[config.mk]
export PLATFORM = sky130hd
export DESIGN_NAME = seq_pattern_tx
export DESIGN_NICKNAME = d
export VERILOG_FILES = /design/src/rtl/seq_pattern_tx.sv
export SDC_FILE = /design/constraint.sdc
export NUM_CORES = 1
export LEC_CHECK = 0
export BUFFER_PORTS_ARGS = -buffer_cell sky130_fd_sc_hd__buf_4
export CAP_MARGIN = 25
export CORE_AREA = 5 5 53 65
export DETAILED_ROUTE_END_ITERATION = 8
export DIE_AREA = 0 0 58 70
export PLACE_DENSITY = 0.75
export SLEW_MARGIN = 20
export SYNTH_ARGS = -nofsm -noshare
export SYNTH_HDL_FRONTEND = slang
export SYNTH_SLANG_ARGS = --single-unit
[constraint.sdc]
create_clock -name BTND -period 2 [get_ports BTND]
set_input_delay 0.3 -clock BTND [delete_from_list [all_inputs] [get_ports BTND]]
set_output_delay 0.3 -clock BTND [all_outputs]
set_load 0.005 [all_outputs]
[src/rtl/seq_pattern_tx.sv]
// Serial pattern transmitter: shifts a PAT_W-bit pattern out MSB-first,
// repeating it with an idle gap between copies, then pulses done.
module seq_pattern_tx #(
    parameter int             PAT_W   = 6,
    parameter logic [PAT_W-1:0] PATTERN = 6'b101011,
    parameter int             GAP_LEN = 2,
    parameter int             CNT_W   = 4
) (
    input  logic             BTND,
    input  logic             reset,
    input  logic             load,
    input  logic [PAT_W-1:0] pat_in,
    input  logic             start,
    input  logic [CNT_W-1:0] reps,
    output logic             ser_out,
    output logic             ser_valid,
    output logic             busy,
    output logic             done,
    output logic [2:0]       bit_idx,
    output logic [CNT_W-1:0] rep_left
);

    localparam int GW = (GAP_LEN > 1) ? $clog2(GAP_LEN) : 1;
    localparam logic [2:0] MSB = 3'(PAT_W - 1);

    typedef enum logic [1:0] {IDLE, SEND, GAP, DONE} state_t;

    state_t           state, state_d;
    logic [PAT_W-1:0] pat_q, pat_d;
    logic [PAT_W-1:0] sh, sh_d;
    logic [PAT_W-1:0] src;
    logic [GW-1:0]    gap_cnt, gc_d;
    logic             so_d, sv_d, busy_d, done_d;
    logic [2:0]       idx_d;
    logic [CNT_W-1:0] rl_d;

    always_ff @(posedge BTND) begin
        if (reset) begin
            state     <= IDLE;
            pat_q     <= PATTERN;
            sh        <= '0;
            gap_cnt   <= '0;
            ser_out   <= 1'b0;
            ser_valid <= 1'b0;
            busy      <= 1'b0;
            done      <= 1'b0;
            bit_idx   <= '0;
            rep_left  <= '0;
        end else begin
            state     <= state_d;
            pat_q     <= pat_d;
            sh        <= sh_d;
            gap_cnt   <= gc_d;
            ser_out   <= so_d;
            ser_valid <= sv_d;
            busy      <= busy_d;
            done      <= done_d;
            bit_idx   <= idx_d;
            rep_left  <= rl_d;
        end
    end

    always_comb begin
        state_d = state;
        unique case (state)
            IDLE: if (start) state_d = SEND;
            SEND: begin
                if (bit_idx == 3'd0) begin
                    if (rep_left > CNT_W'(1))
                        state_d = (GAP_LEN > 0) ? GAP : SEND;
                    else
                        state_d = DONE;
                end
            end
            GAP:  if (gap_cnt == '0) state_d = SEND;
            DONE: state_d = IDLE;
            default: state_d = IDLE;
        endcase
    end

    always_comb begin
        pat_d  = pat_q;
        sh_d   = sh;
        gc_d   = gap_cnt;
        so_d   = ser_out;
        sv_d   = ser_valid;
        idx_d  = bit_idx;
        rl_d   = rep_left;
        done_d = 1'b0;
        busy_d = (state_d == SEND) || (state_d == GAP);
        src    = load ? pat_in : pat_q;
        unique case (state)
            IDLE: begin
                if (load) pat_d = pat_in;
                if (start) begin
                    sh_d  = src;
                    so_d  = src[PAT_W-1];
                    sv_d  = 1'b1;
                    idx_d = MSB;
                    rl_d  = (reps == '0) ? CNT_W'(1) : reps;
                end
            end
            SEND: begin
                if (bit_idx != 3'd0) begin
                    // rotate rather than shift; only the upper bits are ever read
                    sh_d  = {sh[PAT_W-2:0], sh[PAT_W-1]};
                    so_d  = sh[PAT_W-2];
                    idx_d = bit_idx - 3'd1;
                end else if (rep_left > CNT_W'(1)) begin
                    rl_d = rep_left - CNT_W'(1);
                    if (GAP_LEN > 0) begin
                        sv_d = 1'b0;
                        so_d = 1'b0;
                        gc_d = GW'(GAP_LEN - 1);
                    end else begin
                        sh_d  = pat_q;
                        so_d  = pat_q[PAT_W-1];
                        idx_d = MSB;
                    end
                end else begin
                    sv_d   = 1'b0;
                    so_d   = 1'b0;
                    rl_d   = '0;
                    done_d = 1'b1;
                end
            end
            GAP: begin
                if (gap_cnt == '0) begin
                    sh_d  = pat_q;
                    so_d  = pat_q[PAT_W-1];
                    sv_d  = 1'b1;
                    idx_d = MSB;
                end else begin
                    gc_d = gap_cnt - GW'(1);
                end
            end
            DONE: ;
            default: ;
        endcase
    end

endmodule

# ---- Word level (Yosys, flattened, before mapping)
# Index checks and enable logic that the tools add are counted.
# W data, S select, Z words.
dict set report totals {
  regBits 26
  latch_bits 0
  ram_bits 0
  romBits 0
  input_bits 14
  out_inout_bits 11
  word_cells 71
  mem_count 0
}
dict set report classes {
  add_sub_neg 3
  n_mul 0
  div_mod_pow 0
  magnitude_cmp 1
  n_eq_ne 10
  shifts 0
  n_mux 32
  n_bitwise 1
  n_reduce_logical 14
}
# op count
set ops {}
lappend ops {{$mux W6} 4}
lappend ops {{$pmux W6 S3} 1}
lappend ops {{$mux W4} 4}
lappend ops {{$mux W1} 11}
lappend ops {{$ne A2 B2 Y1 const B} 5}
lappend ops {{$mux W3} 3}
lappend ops {{$pmux W3 S3} 1}
lappend ops {{$reduce_and A3 Y1} 3}
lappend ops {{$pmux W2 S4} 1}
lappend ops {{$pmux W4 S2} 1}
lappend ops {{$reduce_and A4 Y1} 2}
lappend ops {{$eq A2 B2 Y1 const B} 3}
lappend ops {{$mux W2} 3}
lappend ops {{$pmux W1 S3} 2}
lappend ops {{$reduce_bool A3 Y1} 2}
lappend ops {{$eq A2 B1 Y1 const B} 2}
lappend ops {{$gt A4 B1 Y1 const B} 1}
lappend ops {{$logic_not A4 Y1} 1}
lappend ops {{$reduce_bool A2 Y1} 2}
lappend ops {{$sub A4 B1 Y4 const B} 1}
lappend ops {{$logic_not A3 Y1} 1}
lappend ops {{$reduce_or A3 Y1} 1}
lappend ops {{$sub A3 B1 Y3 const B} 1}
lappend ops {{$logic_not A2 Y1} 1}
lappend ops {{other kinds (4)} 4}

# ---- Longest topological paths before layout
dict set report logic_depth {
  ltp_word 6
  depth_mapped 9
  ltp_nobuf 7
}

# ---- Worst setup path before layout
# No wires, ideal clock.
dict set report synth_timing {
  path_kind {register -> register}
  startpoint {register state[0]}
  endpoint {register ser_out}
  arrival_time_ns 1.635
  slack_ns 0.233
  stages_incl_launch_ff 9
  n_path_buf 1
  period_less_slack_ns 1.767
  path_cell_list {dfxtp_1 inv_1 ha_1 buf_2 and2b_1 a32o_1 a21oi_1 a211o_1 a21oi_1}
}
dict set report synth_between {
  elab_chain_cells 3
  elab_cells_between_ends 8
  classes_between {eq/ne (4); mux (1); reduce/logical (3)}
}
# element line
set synth_rtl {}
lappend synth_rtl {{from (decl)} 28} ;# state_t state, state_d;
lappend synth_rtl {{from (signal assigned)} 50} ;# state <= state_d;
lappend synth_rtl {{$eq A2 B2 Y1 (tied with other cells)} 92} ;# unique case (state)
lappend synth_rtl {{$ne A2 B2 Y1 (no source line) / $reduce_bool A3 Y1 (equally long branches)} -}
lappend synth_rtl {{$reduce_and A3 Y1 (no source line)} -}
lappend synth_rtl {{to (signal assigned)} 43} ;# ser_out <= 1'b0;
lappend synth_rtl {{to (signal assigned)} 54} ;# ser_out <= so_d;
lappend synth_rtl {{to (decl)} 15} ;# output logic ser_out,
# Several ways; a longest one is shown, not always the timed one.
# A chain may end at the register's enable or synchronous reset.

# ---- Worst setup path after layout
dict set report layout_timing {
  startpoint {register state[1]}
  endpoint {register sh[0]}
}
dict set report layout_between {
  elab_chain_cells 3
  elab_cells_between_ends 9
  classes_between {eq/ne (5); mux (1); reduce/logical (3)}
}
# element line
set layout_rtl {}
lappend layout_rtl {{$eq A2 B1 Y1 (tied with other cells)} 92}
lappend layout_rtl {{$ne A2 B2 Y1 (no source line) / $reduce_bool A3 Y1 (equally long branches)} -}
lappend layout_rtl {{$reduce_and A4 Y1 (no source line)} -}
lappend layout_rtl {{to (signal assigned)} 41} ;# sh <= '0;
lappend layout_rtl {{to (signal assigned)} 52} ;# sh <= sh_d;
lappend layout_rtl {{to (decl)} 30} ;# logic [PAT_W-1:0] sh, sh_d;
# Several ways; a longest one is shown, not always the timed one.

==> run_results.csv <==
group,metric,value,unit
synth,seq_area_frac_synth,36.7,%
synth,avgSynthCellArea,8.64,µm²
drt,first_pass_iters,4,
setup_path,path_class,"reg2reg",
setup_path,crit_required,2.23,ns
die,rows,21,
timing,fmax,531,MHz
synth,synth-edff-count,0,
setup_path,arrival,2.12,ns
timing,grt_setup_unrepaired,"no",
die,die_h,70,µm
drt,detail-route-antenna-nets,0,
drt,drt_iter0_drc,33,
timing,drv_slew,0,
run_status,status,"finished clean",
clock_tree,postCtsSetupBuffers,0,
global_routing,grt_pass1_vias,1315,
job,drv_cap,0,
synth,synthesis.nets,187,
cells_and_area,final_cell_count_no_fill,221,
cells_and_area,diodes,0,
power,swShare,42.5,%
power,comb_power_share,55.7,%
timing,relSlewSlack,74.5,%
die,die_x,58,µm
cells_and_area,syn2layout_area_growth,17.2,%
clock_tree,clk_pin_slew,0.14,ns
synth,synthCells,164,
global_routing,grt_max_degree,27,
drt,vias_per_cell,5.86,
clock_tree,cts_tree,"yes",
synth,yosysTopAreaCell,"dfxtp_1",
timing,tightest_slew,0.379,ns
synth,synth_top_area_share,36.7,%
place,placed_cells,218,
cells_and_area,nets,212,
timing,timing.setup.tns,0,ns
cells_and_area,drive_gt1_share,25.1,%
place,io_buffers,24,
power,p_leak,0.708,nW
cells_and_area,post-route-util,60.8,%
synth,synth_area_leaders,"dfxtp_1, ha_1, a21oi_1, nor2_1, o21ai_0",
drt,wl_per_cell,15.1,µm
clock_tree,clockBufferDepth,2,
synth,netlist_area,1420,µm²
synth,synth_flop_cell,"dfxtp_1",
clock_tree,cts.sinks,26,
synth,synth_cell_types,44,
clock_tree,cts-buffers-inserted,3,
setup_path,start_kind,"flop",
power,finalPower,0.00247,W
power,seqPwrFrac,35.1,%
setup_path,crit_fanout,12,
power,power_density,1490,nW/µm²
cells_and_area,layout_commonest_cell,"buf_4",
drt,drt-total-wl,3.34,mm
timing,hold_viol_final,0,
global_routing,grt_overflow,0,
synth,ys_ff_latch,26,
synth,async_flop_share,0,%
power,ir_drop,0.804,mV
timing,period_minus_slack,1.88,ns
setup_path,endpoint_kind,"flop",
global_routing,track_usage,17.5,%
power,p_clk_share,9.2,%
setup_path,regToRegSetupSlack,0.12,ns
clock_tree,cts-root-buf,"clkbuf_4",
place,dp_hpwl,2.50,mm
power,p_int,0.00142,W
timing,fin_crit_sh,94.2,%
drt,vias,1296,
hold_path,hp-class,"in2reg",
cells_and_area,final_cell_mix,"buf_4, dfxtp_1, nor2_1, nand2_1, a21oi_1",
power,p_sw,0.00105,W
global_routing,antenna_found_initial,0,
die,start_util,51.8,%
clock_tree,cts_max_level,1,
clock_tree,clk_latency,0.32,ns
synth,synth_warnings,0,
timing,fin_skew,0.00482,ns
die,ios,25,
place,gp_congestion,0.810,
die,dieArea,4060,µm²
timing,setup_viol,0,
die,core-area,2730,µm²
global_routing,grt_pass1_wl,5.66,mm
drt,drc,0,
-- cells in the mapped netlist (all sizes together), types with 2 or more instances --
cell and count:
dfxtp 26, nor2 16, a21oi 14, nand2 12, o21ai 11, inv 10
ha 9, nor3 7, a211o 5, a311oi 5, a32oi 5, buf 5
and3 4, clkbuf 4, nor2b 4, a211oi 3, a21o 2, nand2b 2
nand3 2, or3 2
-- through the flow --
stage          setup WS [ns]  hold slack (ns)  cell area, µm²
6_report               0.117            0.245            1660
5_1_grt               0.0212            0.235            1660
4_1_cts               0.0371            0.237            1650
3_5_place_dp          0.0648            0.455            1620
3_3_place_gp           0.160            0.448            1620
2_1_floorplan          0.233            0.435            1420
-- final timing paths --
path / startpoint / end / depth (start not counted)
max: state[1] / sh[0] / 7
min: pat_in[4] / pat_q[4] / 3
max reg2reg: state[1] / sh[0] / 7
min reg2reg: ser_out / ser_out / 2
-- kinds of logic (layout without fill, tap and decap cells) --
family                     Yosys count  count (layout)  share of synthesized area, %
AOI/OAI and AO/OA                   52              52                          26.4
and+or+nand+nor                     55              55                          20.3
buffers and inverters               19              42                          6.45
muxes                                2               2                          1.50
xor gates and xnor gates             1               1                         0.618
adders and majority gates            9               9                          7.95
DFF                                 26              26                          36.7
-- what timing repair did --
| item | 4_1_cts | 5_1_grt |
|---|---|---|
| gates resized for setup | 0 | 5 |
| hold buffers | 0 | 0 |
| endpoints found under the setup margin | 0 | 7 |
-- final cells by class --
type	instances	area [µm²]
Clock buffer	3	22.5
Inverter	10	37.5
Fill cell	258	1070
Timing Repair Buffer	29	218
Multi-Input combinational cell	119	818
Sequential cell	26	522
Tap cell	34	42.5
-- flip-flops by register name, summed over array words and instances (netlist names) --
name       cells
ser_out        1
busy           1
state          2
done           1
gap_cnt        1
pat_q          6
bit_idx        3
sh             6
rep_left       4
ser_valid      1
-- power groups by stage --
stage	clock network [W]	logic, W	registers (W)
6_report	0.000227	0.00138	0.000869
5_1_grt	0.000254	0.00156	0.000890
4_1_cts	0.000235	0.00136	0.000860
3_5_place_dp	0	0.00135	0.000870
3_3_place_gp	0	0.00131	0.000857
2_1_floorplan	0	0.000978	0.000835
-- worst max-delay path, cell delays in order (launching register included) --
cell and delay, ns:
dfxtp_1 0.43, inv_1 0.11, ha_2 0.26, and3b_4 0.23, nor3_4 0.26, buf_4 0.21
nor2_1 0.05, a311oi_1 0.26
-- per-layer routing --
metal,wire [µm],part of all wire (%),track usage (%)
met1,1390,42,18.1
met2,1710,51,31.3
met3,177,5.3,4.97
met4,65,1.9,8.25
met5,0,0,0
No activity file was read; power rests on OpenSTA's default activity.
